[config.mk]
export PLATFORM = sky130hd
export DESIGN_NAME = gray2rgb_stream
export DESIGN_NICKNAME = d
export VERILOG_FILES = /design/src/rtl/gray2rgb_stream.sv
export SDC_FILE = /design/constraint.sdc
export NUM_CORES = 1
export LEC_CHECK = 0
export ABC_AREA = 0
export CAP_MARGIN = 20
export CORE_UTILIZATION = 50
export CTS_CLUSTER_DIAMETER = 120
export DETAILED_ROUTE_END_ITERATION = 6
export DONT_BUFFER_PORTS = 1
export PLACE_DENSITY_LB_ADDON = 0.25
export SLEW_MARGIN = 20
export SYNTH_ARGS = -nofsm -noshare
export SYNTH_HDL_FRONTEND = slang
export SYNTH_SLANG_ARGS = --single-unit
export TNS_END_PERCENT = 5
[constraint.sdc]
create_clock -name clk -period 3.55 [get_ports clk]
set_clock_uncertainty 0.1 [all_clocks]
set_input_delay 0.355 -clock clk [delete_from_list [all_inputs] [get_ports clk]]
set_output_delay 0.355 -clock clk [all_outputs]
set_load 0.02 [all_outputs]
[src/rtl/gray2rgb_stream.sv]
// -----------------------------------------------------------------------------
// gray2rgb_stream
//   Converts an 8-bit gray pixel stream into a 24-bit {R,G,B} stream. The input
//   carries start-of-frame and end-of-line flags. A small frame tracker follows
//   the geometry and flags length errors.
//
//   The pixel mapping is chosen by mode:
//     00: gray replicated to R, G and B
//     01: inverted gray replicated to R, G and B
//     10: pure red at or above thresh, otherwise gray
//     11: white at or above thresh, otherwise black
//
// Parameters
//   IMG_W      pixels per line
//   IMG_H      lines per frame
//
// Ports
//   clk        rising-edge clock
//   rst_n      asynchronous active-low reset
//   s_valid    input stream valid
//   s_ready    input stream ready
//   s_data     input gray pixel (8 bits)
//   s_sof      input start-of-frame flag
//   s_eol      input end-of-line flag
//   m_valid    output stream valid
//   m_ready    output stream ready
//   m_data     output pixel {R,G,B}
//   m_sof      output start-of-frame flag
//   m_eol      output end-of-line flag
//   mode       mapping select; latched on each accepted SOF pixel
//   thresh     compare threshold; latched on each accepted SOF pixel
//   frame_done one-cycle pulse when the last pixel of a frame leaves the block
//   err_len    sticky line-length / framing error flag
// -----------------------------------------------------------------------------
module gray2rgb_stream #(
  parameter int IMG_W = 640,
  parameter int IMG_H = 480
) (
  input  logic        clk,
  input  logic        rst_n,
  input  logic        s_valid,
  output logic        s_ready,
  input  logic [7:0]  s_data,
  input  logic        s_sof,
  input  logic        s_eol,
  output logic        m_valid,
  input  logic        m_ready,
  output logic [23:0] m_data,
  output logic        m_sof,
  output logic        m_eol,
  input  logic [1:0]  mode,
  input  logic [7:0]  thresh,
  output logic        frame_done,
  output logic        err_len
);

  localparam int COL_W = (IMG_W > 1) ? $clog2(IMG_W) : 1;
  localparam int ROW_W = (IMG_H > 1) ? $clog2(IMG_H) : 1;
  localparam logic [COL_W-1:0] COL_LAST = COL_W'(IMG_W - 1);
  localparam logic [ROW_W-1:0] ROW_LAST = ROW_W'(IMG_H - 1);

  typedef enum logic {
    ST_IDLE   = 1'b0,
    ST_ACTIVE = 1'b1
  } state_t;

  state_t           r_state;
  state_t           w_state_next;
  logic [COL_W-1:0] r_col;
  logic [COL_W-1:0] w_col_next;
  logic [COL_W-1:0] w_pix_col;
  logic [ROW_W-1:0] r_row;
  logic [ROW_W-1:0] w_row_next;
  logic [ROW_W-1:0] w_pix_row;
  logic [1:0]       r_mode;
  logic [7:0]       r_thresh;
  logic             r_err;

  logic             w_en;
  logic             w_accept;
  logic             w_pass;
  logic             w_last;
  logic             w_err_evt;

  // Stage 1: registered input pixel plus the configuration that applies to it.
  logic             r_v1;
  logic [7:0]       r_data1;
  logic             r_sof1;
  logic             r_eol1;
  logic             r_last1;
  logic [1:0]       r_mode1;
  logic [7:0]       r_thresh1;

  // Stage 2: registered mapped output.
  logic             r_v2;
  logic [23:0]      r_data2;
  logic             r_sof2;
  logic             r_eol2;
  logic             r_last2;

  logic             w_above;
  logic [2:0][7:0]  w_map;

  // The whole pipeline advances together. It stalls only when the output
  // register holds a pixel that the sink has not taken yet.
  assign w_en     = !r_v2 || m_ready;
  assign s_ready  = w_en;
  assign w_accept = s_valid && w_en;

  // Frame tracker: next-state, counters and error detection.
  // A SOF pixel is always treated as position (0,0), whatever the counters
  // held before, so that a mid-frame SOF restarts the frame cleanly.
  always_comb begin
    w_state_next = r_state;
    w_col_next   = r_col;
    w_row_next   = r_row;
    w_pix_col    = s_sof ? '0 : r_col;
    w_pix_row    = s_sof ? '0 : r_row;
    w_pass       = 1'b0;
    w_last       = 1'b0;
    w_err_evt    = 1'b0;

    if (w_accept && (s_sof || (r_state == ST_ACTIVE))) begin
      w_pass       = 1'b1;
      w_state_next = ST_ACTIVE;

      if (s_sof && (r_state == ST_ACTIVE)) begin
        w_err_evt = 1'b1;
      end
      // Covers both an early eol and an eol missing at the last column.
      if (s_eol != (w_pix_col == COL_LAST)) begin
        w_err_evt = 1'b1;
      end

      // The line ends on the eol flag, or on reaching the last column when
      // eol is missing.
      if (s_eol || (w_pix_col == COL_LAST)) begin
        w_col_next = '0;
        w_row_next = w_pix_row + ROW_W'(1);
      end else begin
        w_col_next = w_pix_col + COL_W'(1);
      end

      if (s_eol && (w_pix_col == COL_LAST) && (w_pix_row == ROW_LAST)) begin
        w_last       = 1'b1;
        w_state_next = ST_IDLE;
        w_col_next   = '0;
        w_row_next   = '0;
      end
    end
  end

  always_ff @(posedge clk or negedge rst_n) begin
    if (!rst_n) begin
      r_state  <= ST_IDLE;
      r_col    <= '0;
      r_row    <= '0;
      r_mode   <= 2'b00;
      r_thresh <= 8'h80;
      r_err    <= 1'b0;
    end else begin
      r_state <= w_state_next;
      r_col   <= w_col_next;
      r_row   <= w_row_next;
      if (w_accept && s_sof) begin
        r_mode   <= mode;
        r_thresh <= thresh;
      end
      if (w_err_evt) begin
        r_err <= 1'b1;
      end
    end
  end

  // Per-channel mapping. Channel 2 is R: it is the only channel lit in the
  // red-highlight mode.
  assign w_above = (r_data1 >= r_thresh1);

  for (genvar gi = 0; gi < 3; gi++) begin : g_chan
    localparam logic [7:0] HOT = (gi == 2) ? 8'hFF : 8'h00;
    assign w_map[gi] = (r_mode1 == 2'b00) ? r_data1 :
                       (r_mode1 == 2'b01) ? ~r_data1 :
                       (r_mode1 == 2'b10) ? (w_above ? HOT : r_data1) :
                                            (w_above ? 8'hFF : 8'h00);
  end

  always_ff @(posedge clk or negedge rst_n) begin
    if (!rst_n) begin
      r_v1      <= 1'b0;
      r_data1   <= '0;
      r_sof1    <= 1'b0;
      r_eol1    <= 1'b0;
      r_last1   <= 1'b0;
      r_mode1   <= 2'b00;
      r_thresh1 <= 8'h80;
      r_v2      <= 1'b0;
      r_data2   <= '0;
      r_sof2    <= 1'b0;
      r_eol2    <= 1'b0;
      r_last2   <= 1'b0;
    end else if (w_en) begin
      r_v1    <= w_pass;
      r_data1 <= s_data;
      // Flags are qualified so that they read 0 on bubbles.
      r_sof1  <= s_sof && w_pass;
      r_eol1  <= s_eol && w_pass;
      r_last1 <= w_last;
      // The SOF pixel itself already uses the configuration that it latches.
      r_mode1   <= (w_accept && s_sof) ? mode   : r_mode;
      r_thresh1 <= (w_accept && s_sof) ? thresh : r_thresh;

      r_v2    <= r_v1;
      r_data2 <= w_map;
      r_sof2  <= r_sof1;
      r_eol2  <= r_eol1;
      r_last2 <= r_last1;
    end
  end

  assign m_valid    = r_v2;
  assign m_data     = r_data2;
  assign m_sof      = r_sof2;
  assign m_eol      = r_eol2;
  assign frame_done = r_v2 && m_ready && r_last2;
  assign err_len    = r_err;

endmodule

==> impl_metrics.tcl, run 1 <==
set metrics [dict create \
    status "finished clean" \
    chipHeight_um 89.12 \
    core_mm2 0.007292 \
    max_freq_ghz 0.3171 \
    wl_met2_um 3824 \
    pwr-share-clk 0.266 \
    wl_met1_um 3372 \
    cts_resized 0 \
    drt_iter0_markers 138 \
    grt_first_pass_wirelength_um 12920 \
    place.port_buffers 0 \
    drcViolationCount 0 \
    detail_route.wl_per_cell_um 15.91 \
    n_fill_cell 679 \
    grt_usage 0.2145 \
    wl_met3_um 490 \
    viasPerCell 5.792 \
    clk_latency_ns 0.35 \
    synth_top_family_by_area "simple AND/OR/NAND/NOR gates" \
    required_ns 3.73 \
    routed_wl_um 7794 \
    syn_avg_cell_area_um2 9.706 \
    end_kind "flip-flop" \
    gr-total-overflow 0 \
    synthCells 391 \
    ys_ff_latch 73 \
    hold_viol 0 \
    switching_power_mw 0.9494 \
    rsz0062_at_grt "no" \
    synth_area_mm2 0.003795 \
    cts_tree "yes" \
    area_growth_pct 7.880 \
    p_seq_frac 0.523 \
    routabilityCongestion 0.8395 \
    ys_warn_count 0 \
    grt_pass1_vias 2757 \
    synthFlopType "dfrtp_1" \
    holdWs_ns 0.01576 \
    nNetsFinal 421 \
    synth-edff-count 0 \
    initial_core_util 0.5204 \
    htreeDepth 3 \
    fp.dieArea_mm2 0.007942 \
    fin_crit_ns 3.153 \
    maxSlewHeadroom 0.4903 \
    worstMarginPinSlew_ns 0.7628 \
    powerDensity_mw_per_mm2 643.2 \
    critical_path_class "reg -> reg" \
    synthAdderAreaFrac 0.03956 \
    synth_xor_area_frac 0.01616 \
    synth_simple_gate_area_frac 0.1803 \
    p_leak_nw 1.841 \
    ys_top_cells_by_area "dfrtp_1 (47%), mux2_2 (5.9%), nand2_1 (5.6%), ha_1 (4.0%), o21ai_0 (3.7%)" \
    cts_root_buf "clkbuf_8" \
    finalCritPeriodShare 0.8883 \
    antenna_found_initial 1 \
    setup_viol 0 \
    top_layer "met4" \
    fin_area_mm2 0.004094 \
    combPwrFrac 0.211 \
    p_sw_frac 0.3606 \
    synth-compound-area-share 0.1711 \
    syn-num-nets 427 \
    synth_top_area_cell "dfrtp_1" \
    synth_top_area_share 0.4682 \
    clockBufferDepth 2 \
    dieWidth_um 89.12 \
    holdBufCountCts 2 \
    synthMuxAreaShare 0.05935 \
    vias 2838 \
    start_kind "flip-flop" \
    cts_buffers 9 \
    async_flop_share 1.000 \
    post-cts-setup-buffers 0 \
    drtAntennaViolNets 0 \
    drv_cap 0 \
    layout-drive-gt1-share 0.1333 \
    ys_seq_area_frac 0.4820 \
    dr.pass1.iters 4 \
    hp-class "in -> reg" \
    cts.sinks 73 \
    fp-row-count 31 \
    clk_pin_slew_worst_paths_ns 0.08 \
    synthDistinctLibCells 55 \
    layout.cells.most_common_list "dfrtp_1 (71), nand2_1 (57), o21ai_0 (28)" \
    cp_max_fo 5 \
    p_int_mw 1.684 \
    fin_tns_setup_ns 0 \
    cp.arrival_ns 3.33 \
    ios 54 \
    dpl.hpwl_um 5367 \
    maxSlewViolCount 0 \
    grt_max_degree 74 \
    layout_commonest_cell "dfrtp_1" \
    ir_drop_mv 0.2095 \
    place_area_mm2 0.003842 \
]
[final cells by class]
class	instances	area (µm²)	share of cell area
antenna	1	2.502	0.0006112
timing repair buffer	9	90.09	0.02200
clock inverter	5	80.08	0.01956
multi-input combinational	275	1773	0.4331
inverter	17	63.81	0.01559
sequential	73	1829	0.4468
tap	99	123.9	0.03026
clock buffer	11	131.4	0.03209
[Yosys cell counts, types with 2 or more instances]
cell	count
ha_1	12
a21oi_1	15
dfstp_2	2
nand4_1	6
buf_1	2
nor2_1	27
o22a_1	7
o21a_1	2
nor2b_1	7
a221o_1	7
buf_2	3
o31ai_1	4
buf_4	8
a31oi_1	12
mux2_2	20
or2_2	2
and2_1	4
nand2_1	57
and4_1	3
xnor2_1	7
and3_1	5
o21ai_0	28
nand3_1	16
dfrtp_1	71
a21o_1	3
clkbuf_1	13
inv_1	16
nand2b_1	4
or4_1	2
[cell families after synthesis]
logic type / count (synthesis)
and+or+nand+nor: 141
AOI/OAI and AO/OA: 95
adders and majority gates: 12
muxes: 20
xor gates and xnor gates: 7
DFF: 73
buffers and inverters: 43
[critical path: stages (launching register included)]
cell and delay (ns):
dfrtp_1 0.38, nor2b_1 0.21, ha_1 0.21, and3_1 0.22, nand4_1 0.15, or2_2 0.34, inv_1 0.06, ha_1 0.13
nand4b_1 0.11, or4_1 0.44, a21o_1 0.24, or4_1 0.40, nand3_1 0.10
[final timing paths]
path	slack [ns]	from	cells past startpoint	to
max	0.40	r_col[0]	12	r_row[4]
min	0.02	s_data[2]	2	r_data1[2]
max reg2reg	0.40	r_col[0]	12	r_row[4]
min reg2reg	0.38	r_v1	1	m_valid
max in group asynchronous	2.56	rst_n	2	r_thresh1[7]
min in group asynchronous	0.45	rst_n	2	m_data[16]
[flip-flops by register name, indices dropped and copies added (netlist names), 2 cells and up]
name	count
r_thresh	8
r_mode	2
r_row	9
r_col	10
m_data	16
r_data1	8
r_mode1	2
r_thresh1	8
[routing by layer]
| metal | GRT usage | vias up |
|---|---|---|
| met3 | 0.05633 | 9 |
| met2 | 0.3692 | 76 |
| met1 | 0.2615 | 1374 |
| met5 | 0 | - |
| li1 | - | 1379 |
| met4 | 0.07359 | 0 |
[per-stage QoR]
stage | std cells | util | total power, mW | setup WS [ns]
3_5_place_dp | 471 | 0.5269 | 1.937 | 0.4312
5_1_grt | 489 | 0.5611 | 2.803 | 0.1877
2_1_floorplan | 391 | - | 1.861 | 0.2509
6_report | 490 | 0.5614 | 2.633 | 0.3967
4_1_cts | 489 | 0.5611 | 2.659 | 0.3965
3_3_place_gp | 471 | 0.5269 | 1.905 | 0.5272
[power by group through the flow]
stage	clock [mW]	sequential (mW)	combinational, mW
6_report	0.701	1.38	0.556
5_1_grt	0.750	1.42	0.634
4_1_cts	0.716	1.38	0.564
3_5_place_dp	0	1.40	0.542
3_3_place_gp	0	1.38	0.521
2_1_floorplan	0	1.26	0.605
Note: power is estimated with default switching activity, not from simulation.
==> run 2: changes to the inputs <==
PLACE_DENSITY_LB_ADDON = default   (was 0.25)
SLEW_MARGIN = default   (was 20)
==> impl_metrics.tcl, run 2 (synthesized netlist as in run 1, its figures left out) <==
set metrics [dict create \
    status "finished clean" \
    hp-start "s_data[2]" \
    largest_reg_flops 16 \
    p_seq_frac 0.547 \
    cts_tree "yes" \
    worstMarginPinSlew_ns 0.7415 \
    ios 54 \
    cts_resized 0 \
    combPwrFrac 0.224 \
    p_int_mw 1.558 \
    vias 2810 \
    layout.cells.most_common_list "dfrtp_1 (71), nand2_1 (57), o21ai_0 (28)" \
    pwr-share-clk 0.229 \
    place.port_buffers 0 \
    n_antenna_cell 0 \
    clk_latency_ns 0.35 \
    finalCritPeriodShare 0.8899 \
    end_kind "flip-flop" \
    cpMostUsedCell "ha_1" \
    post-cts-setup-buffers 0 \
    cts_buffers 9 \
    n_fill_cell 670 \
    maxSlewViolCount 0 \
    cp_slowest_cell "or4b_2" \
    hp-class "in -> reg" \
    fin_tns_setup_ns 0 \
    drv_cap 0 \
    dr.pass1.iters 4 \
    slowest_delay_ns 0.61 \
    place_area_mm2 0.003850 \
    area_growth_pct 7.155 \
    p_leak_nw 1.838 \
    cp_max_fo 12 \
    grt_pass1_vias 2535 \
    cts_root_buf "clkbuf_8" \
    nNetsFinal 423 \
    dpl.hpwl_um 5156 \
    fp.dieArea_mm2 0.007942 \
    critical_path_class "reg -> reg" \
    rsz0062_at_grt "no" \
    cp_top_family "simple AND/OR/NAND/NOR gates" \
    antenna_found_initial 1 \
    fin_crit_ns 3.159 \
    drtAntennaViolNets 0 \
    clockBufferDepth 2 \
    chipHeight_um 89.12 \
    clk_pin_slew_worst_paths_ns 0.08 \
    core_mm2 0.007292 \
    fp-row-count 31 \
    dieWidth_um 89.12 \
    holdBufCountCts 3 \
    routabilityCongestion 0.7830 \
    max_freq_ghz 0.3165 \
    placed_cells 472 \
    switching_power_mw 0.9400 \
    cp.arrival_ns 3.34 \
    grt_usage 0.2114 \
    start_kind "flip-flop" \
    required_ns 3.73 \
    layout_commonest_cell "dfrtp_1" \
    startpoint "r_col[0]" \
    cts.sinks 73 \
    maxSlewHeadroom 0.5046 \
    fin_ws_ns 0.3908 \
    post-route-util 0.5577 \
    drt_iter0_markers 157 \
    fin_area_mm2 0.004066 \
    ir_drop_mv 0.2206 \
    drcViolationCount 0 \
    regArea_mm2 0.001829 \
    initial_core_util 0.5204 \
    viasPerCell 5.735 \
    htreeDepth 3 \
    path_cells "nor2b_1, ha_1, and3_1, nand4_1, or2_2, ha_1, nor4b_2, or4b_2, nand3_1, a22o_1" \
    hold_viol 0 \
    layout-drive-gt1-share 0.1381 \
    r2r_start "r_col[0]" \
    pre_cts_ws_ns 0.4019 \
    p_sw_frac 0.3763 \
    gr-total-overflow 0 \
    finalNonFillerCells 490 \
    worstPathBufferInverterCount 0 \
    detail_route.wl_per_cell_um 15.82 \
    grt_max_degree 74 \
    routed_wl_um 7752 \
    grt_first_pass_wirelength_um 12520 \
    multi_input_area_mm2 0.001773 \
    powerDensity_mw_per_mm2 614.3 \
    setup_viol 0 \
]
-- run 2: cell types whose count changed in the layout (fill, tap and decap cells not counted) --
cell / before / now
bufinv_16: 2 / 0
clkbuf_1: 2 / 0
clkinv_2: 1 / 3
buf_4: 7 / 8
clkbuf_8: 9 / 10
clkinvlp_4: 2 / 1
diode_2: 1 / 0
dlygate4sd3_1: 1 / 2
inv_6: 0 / 1
-- run 2: area by class of cell --
type                       instances  area share
clock buffer                      10     0.03385
clock inverter                     5    0.007692
inverter                          17     0.01569
multi-input combinational        275      0.4360
sequential                        73      0.4498
tap                               99     0.03046
timing repair buffer              11     0.02646
-- run 2: power by group through the flow --
stage	clock network (mW)	registers (mW)	logic [mW]
after floorplan	0	1.26	0.605
after global placement	0	1.38	0.532
after detailed placement	0	1.39	0.544
after CTS	0.596	1.37	0.570
after global routing	0.636	1.41	0.642
final	0.573	1.37	0.559
-- run 2: path summary, 6_finish.rpt --
check | endpoint | slack (ns) | depth (start not counted)
min reg2reg | m_valid | 0.36 | 1
min in group asynchronous | m_data[16] | 0.45 | 2
max in group asynchronous | r_thresh[7] | 2.56 | 2
max reg2reg | r_row[6] | 0.39 | 10
min | r_data1[2] | 0.01 | 2
max | r_row[6] | 0.39 | 10
-- run 2: metrics by stage --
stage | power (mW) | hold slack, ns
after global placement | 1.912 | -0.03932
after detailed placement | 1.931 | -0.03887
after CTS | 2.535 | 0.0001460
after floorplan | 1.861 | -0.04059
final | 2.498 | 0.009871
after global routing | 2.684 | 0.02053
-- run 2: worst reg2reg max path, cell delays in order, from the launching register on --
cell	delay [ns]
dfrtp_1	0.38
nor2b_1	0.20
ha_1	0.21
and3_1	0.20
nand4_1	0.15
or2_2	0.34
ha_1	0.34
nor4b_2	0.35
or4b_2	0.61
nand3_1	0.10
a22o_1	0.12
-- run 2: routing by layer --
metal / part of all wire / track usage / up-vias
li1: - / - / 1382
met1: 0.45 / 0.2771 / 1348
met5: 0.0014 / 0 / -
met4: 0.027 / 0.1097 / 2
met3: 0.051 / 0.04617 / 16
met2: 0.47 / 0.3303 / 62
==> patch 1, RTL diff (settings of run 2) <==
Change the parameter `IMG_H` from 480 to 960.
--- a/src/rtl/gray2rgb_stream.sv
+++ b/src/rtl/gray2rgb_stream.sv
@@ -35,5 +35,5 @@
 module gray2rgb_stream #(
   parameter int IMG_W = 640,
-  parameter int IMG_H = 480
+  parameter int IMG_H = 960
 ) (
   input  logic        clk,
Behaviour: no difference found for any inputs over 10 cycles, from zero or initial values and one cycle with rst_n low; that may be too few to reach the edited logic, so the function may still have changed.
==> patch 1 against run 2 <==
Total power is 4.5% higher; synthesized area is 1.7% higher; global-route usage up 0.23 points; final area is 1.7% higher; sequential cell count grew 1; sequential power barely moved; setup slack gained 280 ps; routed wire length increased by 0.19%; critical path type unchanged; largest power group unchanged.
==> patch 1: results (changes against run 2) <==
Post-Syn Nets = 443 (+3.7%)
Global Route Usage Sum = 21.4% (+0.23 points)
Root Buffer = clkbuf_8
Post-Syn Area per Cell = 9.48 um2 (-2.3%)
largest fanout on the critical path = 5 (-7)
Lkg Pwr = 1.85 nW (+0.79%)
first-pass detailed-route iteration total = 4 (unchanged)
Worst-path clk slew = 80 ps (about the same)
Hold Crit Depth = 2 (unchanged)
Max IR drop VDD = 308 uV (+40%)
number of filler cells placed in the layout = 672 (+0.30%)
RePlAce Congestion = 0.800 (+2.1%)
worst r2r src = r_col[0]
antenna violations before repair = 0 (-1)
routed len/inst = 15.5 um (-2.2%)
Hold Vio Cnt, Final = 0 (unchanged)
post-CTS setup buffer count = 0 (unchanged)
Synth cell types = 51 (-7.3%)
predominant post-synthesis flop cell = dfrtp_1
initial DRC count = 180 (+15%)
Clock Tree Buf Depth = 2 (unchanged)
IO buf count = 0 (unchanged)
Hold Path Class = primary input to register
setup slack at placement = 680 ps (+278 ps)
Worst Tran Pin Value = 780 ps (+38.1 ps)
WHS Endpoint = r_data1[6]
# resized after CTS = 0 (unchanged)
CTS Buf Count = 9 (unchanged)
vias per inst = 5.69 (-0.72%)
R2R depth = 11 (+1)
Layout Nets = 434 (+2.6%)
Switching Fraction = 36.9% (-0.71 points)
Placed Cells = 483 (+2.3%)
ranking of synthesized cells by area = dfrtp_1 (47%), nand2_1 (6.5%), ha_1 (3.9%)
vias in the first global route = 2726 (+7.5%)
synthesis warning total = 0 (unchanged)
worst reg2reg setup slack = 670 ps (+280 ps)
H-tree Lvls = 3 (unchanged)
layout cells sized above 1 = 10.7% (-3.1 points)
first-pass GRT wire length = 13800 um (+10%)
outcome = complete, no violations
fin cells = 502 (+2.4%)
register area share after synthesis = 48.1% (-0.15 points)
r2r endpoint = r_row[7]
hpwl dp = 5390 um (+4.6%)
insertion delay to the later sink of the worst-skew pair = 350 ps (about the same)
hold_sp = s_data[6]
Worst EP arrival = 3020 ps (-320 ps)
largest net degree at the start of global routing = 75 (+1.4%)
Synth top cells by count = dfrtp_1 (72), nand2_1 (67), nor2_1 (33), o21ai_0 (30), a21oi_1 (28)
ANT cells = 0 (unchanged)
==> patch 1: cell types whose count changed in the layout (fill, tap and decap cells not counted), sizes merged, moves of 3 or more <==
cell / run 2 / this run
nor3: 1 / 6
a21oi: 15 / 28
a31oi: 12 / 8
mux2: 20 / 12
nand2: 57 / 67
o21ai: 29 / 32
buf: 9 / 5
nor2: 27 / 33
nand3: 16 / 10
==> patch 1: layout make-up <==
class	instances	share of cell area (%)
clock buffers	11	3.66
clock inverters	5	1.51
inverters	17	1.54
multi-input cells	289	43.6
flip-flops and latches	74	44.9
well taps	99	3.00
repair buffers	7	1.88
==> patch 1: power by group through the flow <==
stage	clock, mW	sequential [mW]	combinational [mW]
final	0.676	1.37	0.566
after global routing	0.730	1.40	0.651
after CTS	0.702	1.37	0.575
after detailed placement	0	1.39	0.552
after global placement	0	1.38	0.534
after floorplan	0	1.25	0.614
==> patch 1: logic make-up after synthesis <==
group | share of synthesized area (%)
simple gates | 18.7
compound gates | 18.9
flops | 48.1
buf+inv | 5.35
mux | 3.50
fa+ha+maj | 3.89
xor+xnor | 1.59
==> patch 1: how the worst max path moves through the flow <==
stage | from | end | slack [ps]
2_1_floorplan | s_sof | r_col[7] | 360
3_3_place_gp | r_col[0] | r_row[8] | 810
3_5_place_dp | r_col[0] | r_row[8] | 680
4_1_cts | r_col[0] | r_row[8] | 670
5_1_grt | r_col[0] | r_row[8] | 340
6_report | r_col[0] | r_row[7] | 670
==> patch 1: per-stage QoR <==
step	instance area, um2	hold WS, ps
floorplan	3860	-40.6
global placement	3870	-38.4
detailed placement	3870	-38.2
CTS	4130	1.63
global route	4130	9.01
finish	4130	20.2
==> patch 1: routing by layer <==
metal | vias up | global-route usage (%) | routed length [um]
li1 | 1409 | - | -
met1 | 1352 | 32.9 | 4010
met2 | 85 | 28.9 | 3170
met3 | 12 | 4.99 | 470
met4 | 0 | 8.06 | 119
met5 | - | 0 | 0
==> patch 1: critical path: stages, from the launching register on <==
cell     delay (ps)
dfrtp_1         360
nor2b_1         170
ha_1            200
and4b_1         240
and3_1          240
nand4_1         140
inv_1            80
ha_1            130
nand4_1         180
nor4_1          490
o21ai_0         220
a21o_1          210
==> patch 2, RTL diff (flow settings as in run 2) <==
Made on the original files. Make the reset (`rst_n`) synchronous in 2 clocked blocks. Comments in the files are not updated.
--- a/src/rtl/gray2rgb_stream.sv
+++ b/src/rtl/gray2rgb_stream.sv
@@ -151,5 +151,5 @@
   end
 
-  always_ff @(posedge clk or negedge rst_n) begin
+  always_ff @(posedge clk) begin
     if (!rst_n) begin
       r_state  <= ST_IDLE;
@@ -185,5 +185,5 @@
   end
 
-  always_ff @(posedge clk or negedge rst_n) begin
+  always_ff @(posedge clk) begin
     if (!rst_n) begin
       r_v1      <= 1'b0;
Check against the original RTL: differs if rst_n is asserted again (counterexample within 4 cycles, from zero or initial values and one cycle with rst_n low); with rst_n held inactive, the same outputs for 10 cycles.
==> patch 2 against run 2 <==
Non-clock buffer count down 2; routed wire length increased by 3.3%; synthesized area is 5.1% lower; setup slack improved by 110 ps; final area is 7.3% lower; sequential cell count did not move; largest cell class is now multi-input gates.
Power is not compared: it rests on default switching activity, and its combinational part moved more than twofold at a synthesized area within 25%.
==> patch 2: results (changes against run 2) <==
R2R depth = 11 (+1)
via count = 3029 (+7.8%)
Clock Tree Buf Depth = 2 (unchanged)
vias in the first global route = 2743 (+8.2%)
hold_sp = s_sof
fin cells = 522 (+6.5%)
slew margin rel. = 48.7% (-1.8 points)
hpwl dp = 5300 um (+2.8%)
largest fanout on the critical path = 5 (-7)
worst reg2reg setup slack = 500 ps (+110 ps)
crit path launch = r_col[0]
async set-reset flop share out of synthesis = 0% (-100 points)
Synth top cells by count = dfxtp_1 (73), nand2_1 (48), nor2_1 (48), a21oi_1 (33), o21ai_0 (32)
predominant post-synthesis flop cell = dfxtp_1
hold_buf cts = 1 (-2)
Global Route Usage Sum = 23.5% (+2.4 points)
mux contribution to synthesized area = 3.93% (-2.0 points)
outcome = complete, no violations
Synth cell types = 52 (-5.5%)
largest net degree at the start of global routing = 54 (-27%)
Hold Path Class = primary input to register
Post-Syn Nets = 473 (+11%)
r2r endpoint = r_col[9]
initial DRC count = 123 (-22%)
layout cells sized above 1 = 7.98% (-5.8 points)
Overall Power = 1.69 mW
Synth Area in Compound Gates = 22.1% (+5.0 points)
adder-cell share of the synthesized area = 4.17% (+0.21 points)
Worst EP arrival = 3190 ps (-150 ps)
ranking of synthesized cells by area = dfxtp_1 (41%), nand2_1 (5.0%), nor2_1 (5.0%)
worst r2r src = r_col[0]
Post-Syn Area per Cell = 8.24 um2 (-15%)
CP max-delay cell = o311ai_0
Hold Crit Depth = 1 (-1)
first-pass GRT wire length = 13700 um (+9.5%)
RePlAce Congestion = 0.840 (+7.2%)
WHS Endpoint = r_col[3]
antenna violations before repair = 0 (-1)
CP peak stage delay = 680 ps (+70 ps)
routed wire length = 8010 um (+3.3%)
register area share after synthesis = 40.6% (-7.6 points)
[patch 2: metal layers]
metal | vias to the layer above | global-route usage (%) | routed length, um | part of all wire [%]
met2 | 88 | 32.4 | 3280 | 41
met1 | 1390 | 33.7 | 3800 | 47
li1 | 1534 | - | - | -
met5 | - | 0 | 0 | 0
met4 | 0 | 10.5 | 182 | 2.3
met3 | 17 | 6.73 | 753 | 9.4
[patch 2: layout make-up]
type / count / share of cell area (%)
Clock buffer: 9 / 3.28
Timing Repair Buffer: 9 / 1.86
Inverter: 19 / 1.89
Tap cell: 96 / 3.19
Sequential cell: 73 / 38.8
Multi-Input combinational cell: 309 / 49.8
Clock inverter: 7 / 1.26
[patch 2: worst max-delay path: cells and delay by family, from the launching register on]
| family | cells | cell delay, ps |
|---|---|---|
| compound gates | 3 | 1110 |
| buf+inv | 1 | 80 |
| simple gates | 5 | 940 |
| flops | 1 | 340 |
| fa+ha+maj | 2 | 370 |
[patch 2: worst max-delay path by stage]
stage / endpoint / slack [ps] / cells after the start
after floorplan: r_row[5] / 450 / 14
after global placement: r_col[9] / 650 / 11
after detailed placement: r_col[9] / 560 / 11
after CTS: r_col[9] / 530 / 11
after global routing: r_col[9] / 150 / 11
final: r_col[9] / 500 / 11
[patch 2: through the flow]
stage	instance area, um2	hold slack [ps]	worst slack (ps)
final	3770	16.7	503
after global routing	3770	0.0405	146
after CTS	3770	3.30	528
after detailed placement	3590	331	563
after global placement	3590	328	645
after floorplan	3600	327	453
[patch 2: kinds of logic (layout without fill, tap and decap cells)]
family	count (synthesis)	count (layout)
AND/OR/NAND/NOR	158	158
AO/OA/AOI/OAI	124	124
flip-flops	73	73
buffers and inverters	55	44
multiplexers	14	14
adder cells (fa/ha/maj)	12	12
XOR/XNOR	1	1
